===== config.mk =====
export PLATFORM = sky130hd
export DESIGN_NAME = mul_sched_flat
export DESIGN_NICKNAME = d
export VERILOG_FILES = /design/src/rtl/mul_sched_if.sv /design/src/rtl/mul_sched.sv /design/src/flat_wrapper.sv
export SDC_FILE = /design/constraint.sdc
export NUM_CORES = 1
export LEC_CHECK = 0
export BUFFER_PORTS_ARGS = -buffer_cell sky130_fd_sc_hd__clkbuf_2
export CORE_UTILIZATION = 40
export DETAILED_ROUTE_END_ITERATION = 8
export HOLD_SLACK_MARGIN = 0.1
export PLACE_DENSITY = 0.73
export SLEW_MARGIN = 10
export SYNTH_ARGS = -nofsm -noshare
export SYNTH_HDL_FRONTEND = slang
export SYNTH_SLANG_ARGS = --single-unit

===== constraint.sdc =====
create_clock -name clk -period 1.6 [get_ports clk]
set_input_delay 0.16 -clock clk [delete_from_list [all_inputs] [get_ports clk]]
set_output_delay 0.16 -clock clk [all_outputs]
set_load 0.005 [all_outputs]

===== src/rtl/mul_sched_if.sv =====
// Bundle of request, multiplier and result signals between mul_sched and its surroundings.
// Handshakes: a request is taken when reqN and gntN are both high in a cycle; a result is taken when out_valid and out_ready are both high at a rising edge.
interface mul_sched_if #(
  parameter int TAG_W = 5
);
  logic             req0;
  logic             req1;
  logic [31:0]      a0;
  logic [31:0]      b0;
  logic [31:0]      a1;
  logic [31:0]      b1;
  logic [TAG_W-1:0] tag0;
  logic [TAG_W-1:0] tag1;
  logic             gnt0;
  logic             gnt1;
  logic             flush;
  logic             fu_en;
  logic [31:0]      fu_a;
  logic [31:0]      fu_b;
  logic [31:0]      fu_res;
  logic             out_valid;
  logic             out_ready;
  logic [31:0]      out_data;
  logic [TAG_W-1:0] out_tag;
  logic             busy;

  modport slave (
    input  req0, req1, a0, b0, a1, b1, tag0, tag1, flush, fu_res, out_ready,
    output gnt0, gnt1, fu_en, fu_a, fu_b, out_valid, out_data, out_tag, busy
  );

  modport master (
    output req0, req1, a0, b0, a1, b1, tag0, tag1, flush, fu_res, out_ready,
    input  gnt0, gnt1, fu_en, fu_a, fu_b, out_valid, out_data, out_tag, busy
  );
endinterface


===== src/rtl/mul_sched.sv =====
// Two-requester round-robin scheduler for a single non-pipelined multiplier.
// One operation in flight: issue, wait LATENCY cycles, hold the product until the consumer accepts it.
module mul_sched #(
  parameter int LATENCY = 7,
  parameter int TAG_W   = 5
) (
  input  logic         clk,
  input  logic         rst_n,
  mul_sched_if.slave   bus,
  output logic [1:0]   state_dbg
);

  typedef enum logic [1:0] {
    IDLE = 2'd0,
    EXEC = 2'd1,
    DONE = 2'd2
  } state_e;

  state_e           state_q, state_d;
  logic [3:0]       cnt_q, cnt_d;
  logic             last_q, last_d;
  logic [31:0]      fa_q, fb_q;
  logic [31:0]      data_q;
  logic [TAG_W-1:0] tag_q;
  logic             issue;
  logic             capture;
  logic             win;

  // win selects requester 1; on a tie the one not granted last goes first
  always_comb begin
    if (bus.req0 && bus.req1) win = ~last_q;
    else                      win = bus.req1;
  end

  always_comb begin
    state_d = state_q;
    cnt_d   = cnt_q;
    last_d  = last_q;
    issue   = 1'b0;
    capture = 1'b0;
    if (bus.flush) begin
      state_d = IDLE;
      cnt_d   = '0;
    end else begin
      case (state_q)
        IDLE: begin
          // rst_n gate keeps grants low while reset is asserted
          if (rst_n && (bus.req0 || bus.req1)) begin
            issue   = 1'b1;
            state_d = EXEC;
            cnt_d   = 4'(LATENCY - 1);
            last_d  = win;
          end
        end
        EXEC: begin
          cnt_d = cnt_q - 4'd1;
          if (cnt_q == 4'd1) begin
            capture = 1'b1;
            state_d = DONE;
          end
        end
        DONE: begin
          if (bus.out_ready) state_d = IDLE;
        end
        default: state_d = IDLE;
      endcase
    end
  end

  always_ff @(posedge clk or negedge rst_n) begin
    if (!rst_n) begin
      state_q <= IDLE;
      cnt_q   <= '0;
      last_q  <= 1'b1;
      fa_q    <= '0;
      fb_q    <= '0;
      data_q  <= '0;
      tag_q   <= '0;
    end else begin
      state_q <= state_d;
      cnt_q   <= cnt_d;
      last_q  <= last_d;
      if (issue) begin
        fa_q  <= win ? bus.a1 : bus.a0;
        fb_q  <= win ? bus.b1 : bus.b0;
        tag_q <= win ? bus.tag1 : bus.tag0;
      end
      if (capture) data_q <= bus.fu_res;
    end
  end

  // Operands go straight through in the issue cycle and are held afterwards
  assign bus.gnt0      = issue & ~win;
  assign bus.gnt1      = issue & win;
  assign bus.fu_en     = issue;
  assign bus.fu_a      = issue ? (win ? bus.a1 : bus.a0) : fa_q;
  assign bus.fu_b      = issue ? (win ? bus.b1 : bus.b0) : fb_q;
  assign bus.out_valid = (state_q == DONE);
  assign bus.out_data  = data_q;
  assign bus.out_tag   = tag_q;
  assign bus.busy      = (state_q != IDLE);
  assign state_dbg     = state_q;

endmodule


===== src/flat_wrapper.sv =====
// flat-port wrapper written by rule: the top's interface ports become plain ports
module mul_sched_flat 
#(
  parameter int LATENCY = 7,
  parameter int TAG_W   = 5
)
  (clk, rst_n, state_dbg, bus_req0, bus_req1, bus_a0, bus_b0, bus_a1, bus_b1, bus_tag0, bus_tag1, bus_flush, bus_fu_res, bus_out_ready, bus_gnt0, bus_gnt1, bus_fu_en, bus_fu_a, bus_fu_b, bus_out_valid, bus_out_data, bus_out_tag, bus_busy);
  mul_sched_if #(.TAG_W(TAG_W)) bus_i ();
  input  logic clk;
  input  logic rst_n;
  output logic [1:0] state_dbg;
  input wire logic [$bits(bus_i.req0)-1:0] bus_req0;
  input wire logic [$bits(bus_i.req1)-1:0] bus_req1;
  input wire logic [$bits(bus_i.a0)-1:0] bus_a0;
  input wire logic [$bits(bus_i.b0)-1:0] bus_b0;
  input wire logic [$bits(bus_i.a1)-1:0] bus_a1;
  input wire logic [$bits(bus_i.b1)-1:0] bus_b1;
  input wire logic [$bits(bus_i.tag0)-1:0] bus_tag0;
  input wire logic [$bits(bus_i.tag1)-1:0] bus_tag1;
  input wire logic [$bits(bus_i.flush)-1:0] bus_flush;
  input wire logic [$bits(bus_i.fu_res)-1:0] bus_fu_res;
  input wire logic [$bits(bus_i.out_ready)-1:0] bus_out_ready;
  output wire logic [$bits(bus_i.gnt0)-1:0] bus_gnt0;
  output wire logic [$bits(bus_i.gnt1)-1:0] bus_gnt1;
  output wire logic [$bits(bus_i.fu_en)-1:0] bus_fu_en;
  output wire logic [$bits(bus_i.fu_a)-1:0] bus_fu_a;
  output wire logic [$bits(bus_i.fu_b)-1:0] bus_fu_b;
  output wire logic [$bits(bus_i.out_valid)-1:0] bus_out_valid;
  output wire logic [$bits(bus_i.out_data)-1:0] bus_out_data;
  output wire logic [$bits(bus_i.out_tag)-1:0] bus_out_tag;
  output wire logic [$bits(bus_i.busy)-1:0] bus_busy;
  assign bus_i.req0 = bus_req0;
  assign bus_i.req1 = bus_req1;
  assign bus_i.a0 = bus_a0;
  assign bus_i.b0 = bus_b0;
  assign bus_i.a1 = bus_a1;
  assign bus_i.b1 = bus_b1;
  assign bus_i.tag0 = bus_tag0;
  assign bus_i.tag1 = bus_tag1;
  assign bus_i.flush = bus_flush;
  assign bus_i.fu_res = bus_fu_res;
  assign bus_i.out_ready = bus_out_ready;
  assign bus_gnt0 = bus_i.gnt0;
  assign bus_gnt1 = bus_i.gnt1;
  assign bus_fu_en = bus_i.fu_en;
  assign bus_fu_a = bus_i.fu_a;
  assign bus_fu_b = bus_i.fu_b;
  assign bus_out_valid = bus_i.out_valid;
  assign bus_out_data = bus_i.out_data;
  assign bus_out_tag = bus_i.out_tag;
  assign bus_busy = bus_i.busy;
  mul_sched #(.LATENCY(LATENCY), .TAG_W(TAG_W)) u_core (.clk(clk), .rst_n(rst_n), .bus(bus_i), .state_dbg(state_dbg));
endmodule

==> impl_metrics.tcl <==
set metrics [dict create \
    outcome "finished, violations left" \
    violations "negative setup slack" \
    crit_path_top_delay_cell "dfstp_2" \
    io_pins 284 \
    synth_flop_cell "dfrtp_1" \
    routed-via-count 4165 \
    fin_crit_sh_pct 135 \
    critPathKind "register to primary output" \
    fin_util_pct 62.4 \
    min_period_ns 2.16 \
    holdCritStartpoint "bus_flush" \
    cts_tree "yes" \
    gr-total-overflow 0 \
    synth_top_area_cell "dfrtp_1" \
    setup_viol 134 \
    synth.distinct_cells 30 \
    antennaDiodeCount 0 \
    die_y_um 120 \
    cts_sinks 108 \
    grt_max_degree 56 \
    maxCapViolations 0 \
    ys_seq_area_share_pct 48.2 \
    rr_startpoint "u_core.last_q$_DFFE_PN1P_" \
    finalMaxSlewViolations 0 \
    io_buffer_count 283 \
    num_rows 42 \
    start_util_pct 41.7 \
    p_leak_nw 4.49 \
    start_kind "register" \
    max_freq_mhz 464 \
    r2r_slack_ns -0.18 \
    cts_root_buf "clkbuf_16" \
    arrival_ns 2.00 \
    design_area_mm2 0.00839 \
    wl_um 15200 \
    drive_above_1_share_pct 76.4 \
    die_area_mm2 0.0145 \
    path_cells "a21boi_4, buf_12, buf_16, mux2_4, mux2_4, clkbuf_2" \
    p_per_area_mw_per_mm2 1180 \
    fin_skew_ns 0.00912 \
    syn-cell-area_mm2 0.00561 \
    relSlewSlack_pct 52.9 \
    post-route-drc-count 0 \
    cts_max_level 3 \
    viasPerCell 4.78 \
    fillers 1040 \
    antenna_found_initial 0 \
    ys_warn_count 0 \
    numCtsBuffers 9 \
    critPathLaunch "u_core.last_q$_DFFE_PN1P_" \
    r2r-end "u_core.fb_q[29]$_DFF_PN0_" \
    grt_pass1_vias 4324 \
    synthCells 331 \
    required_ns 1.44 \
    fin_ws_ns -0.556 \
    reg2reg_depth 6 \
    synth_seq_cells 108 \
    drtIter0Drc 81 \
    antenna_left 0 \
    cp-end-kind "primary output" \
    grt.total_usage_pct 19.4 \
    cp_max_fo 10 \
    hold_path.class "input pin to register" \
    syn-num-nets 509 \
    synth_area_leaders "dfrtp_1 (48%), mux2_4 (36%), mux2_2 (7.4%)" \
    yosys.cell_count.top_type "mux2_4" \
    crit_family "multiplexers" \
    multiInputGateArea_mm2 0.00269 \
    dp_hpwl_um 9760 \
    async_reset_ff_share_pct 100 \
    path_depth 6 \
    syn_to_final_growth_pct 49.6 \
    crit_top_cell "mux2_4" \
    path_buf_inv 3 \
    clk_pin_slew_ns 0.07 \
    rsz0062_at_grt "yes" \
    syn_avg_cell_area_um2 16.9 \
    dpl_cell_area_mm2 0.00733 \
    worstHoldPathCells 3 \
    first_pass_iters 4 \
    synth_top_area_share_pct 47.7 \
    ir_worst_vdd_mv 0.527 \
    clockBufferDepth 2 \
    final_net_count 870 \
    min_to "u_core.state_dbg[1]$_DFFE_PN0P_" \
    synth_commonest_cells "mux2_4 (134), dfrtp_1 (107), mux2_2 (37)" \
    regArea_mm2 0.00270 \
    wl_per_cell_um 17.4 \
    gp_congestion 0.775 \
    cpPeakStageDelay_ns 0.56 \
    synth_edf_count 0 \
    worst_slew_pin_slew_ns 0.707 \
    final_hold_viol_count 0 \
    grt_first_pass_wirelength_um 21700 \
    die_x_um 120 \
    clk_latency_ns 0.35 \
    core_mm2 0.0135 \
]
[metrics by stage]
step | worst slack [ns] | hold WS [ns] | cells | setup TNS (ns) | total power, W
after global routing | -0.618 | 0.170 | 872 | -46.14 | 0.0104
after global placement | -0.162 | 0.330 | 806 | -8.44 | 0.00717
after floorplan | 0.0197 | -0.136 | 331 | 0 | 0.00578
after detailed placement | -0.202 | 0.344 | 806 | -12.78 | 0.00731
after CTS | -0.577 | 0.141 | 858 | -39.35 | 0.00979
final | -0.556 | 0.168 | 872 | -38.42 | 0.00992
[cells in the final DEF (no fill, tap or decap), types with 2 or more instances in the layout]
master         Yosys  layout
clkbuf_2           0     281
dfrtp_1          107     107
mux2_4           134     136
nor2_1             3       2
inv_1              4       3
mux2_2            37      35
dlygate4sd3_1      0      34
clkbuf_16          0      14
a21oi_1            2       2
buf_12             7       4
buf_4              7      24
nor2_4             0       2
nand2_1            4       4
buf_6              3      15
buf_16             0       5
o22ai_1            2       2
inv_2              2       2
clkbuf_8           0       2
[registers in the layout (all words and copies together) (netlist names)]
name and flops:
u_core.bus.out_data 32, u_core.fa_q 32, u_core.fb_q 32, u_core.bus.out_tag 5, u_core.cnt_q 4, u_core.state_dbg 2
u_core.last_q 1
[where the power goes]
group          total (W)  leakage, nW  switching [W]  internal [W]
Combinational    0.00377         3.02        0.00138       0.00240
Clock            0.00227        0.145       0.000978       0.00130
Sequential       0.00388         1.33       0.000347       0.00353
[logic make-up after synthesis]
kind of cell | synth area share [%]
AO/OA/AOI/OAI | 1.52
buffers and inverters | 4.71
flip-flops | 48.2
AND/OR/NAND/NOR | 1.65
adder cells (fa/ha/maj) | 0.446
multiplexers | 43.3
XOR/XNOR | 0.156
[per-layer routing]
| layer | share of wire [%] | vias up | global-route usage [%] |
|---|---|---|---|
| met5 | 0 | - | 0 |
| met4 | 2.1 | 0 | 7.56 |
| met3 | 5.6 | 24 | 3.87 |
| met2 | 53 | 185 | 36.3 |
| met1 | 39 | 2045 | 21.5 |
| li1 | - | 1911 | - |
[area by class of cell]
| cell class | instances | share of cell area, % |
|---|---|---|
| multi-input combinational | 199 | 32.1 |
| inverter | 6 | 0.418 |
| tap | 176 | 2.62 |
| sequential | 108 | 32.2 |
| timing repair buffer | 368 | 29.1 |
| clock inverter | 3 | 0.552 |
| clock buffer | 12 | 3.06 |
[worst register-to-register path, delay by kind of cell (launching register included)]
family | cells | cell delay (ns)
mux | 2 | 0.59
flops | 1 | 0.56
buf+inv | 3 | 0.47
compound gates | 1 | 0.06
[how the worst max path moves through the flow]
stage	end	slack [ns]
after floorplan	bus_fu_a[0]	0.02
after global placement	bus_fu_b[28]	-0.16
after detailed placement	bus_fu_a[27]	-0.20
after CTS	bus_fu_b[24]	-0.58
after global routing	bus_fu_b[25]	-0.62
final	bus_fu_a[13]	-0.56
[what timing repair did]
item | CTS | global route
gates resized for setup | 12 | 23
pin swaps | 1 | 1
endpoints found under the hold margin | 140 | 0
hold buffers | 34 | 0
cloned | 2 | 8
endpoints found under the setup margin | 112 | 168
setup buffers | 1 | 6
No activity file was read; power rests on OpenSTA's default activity.
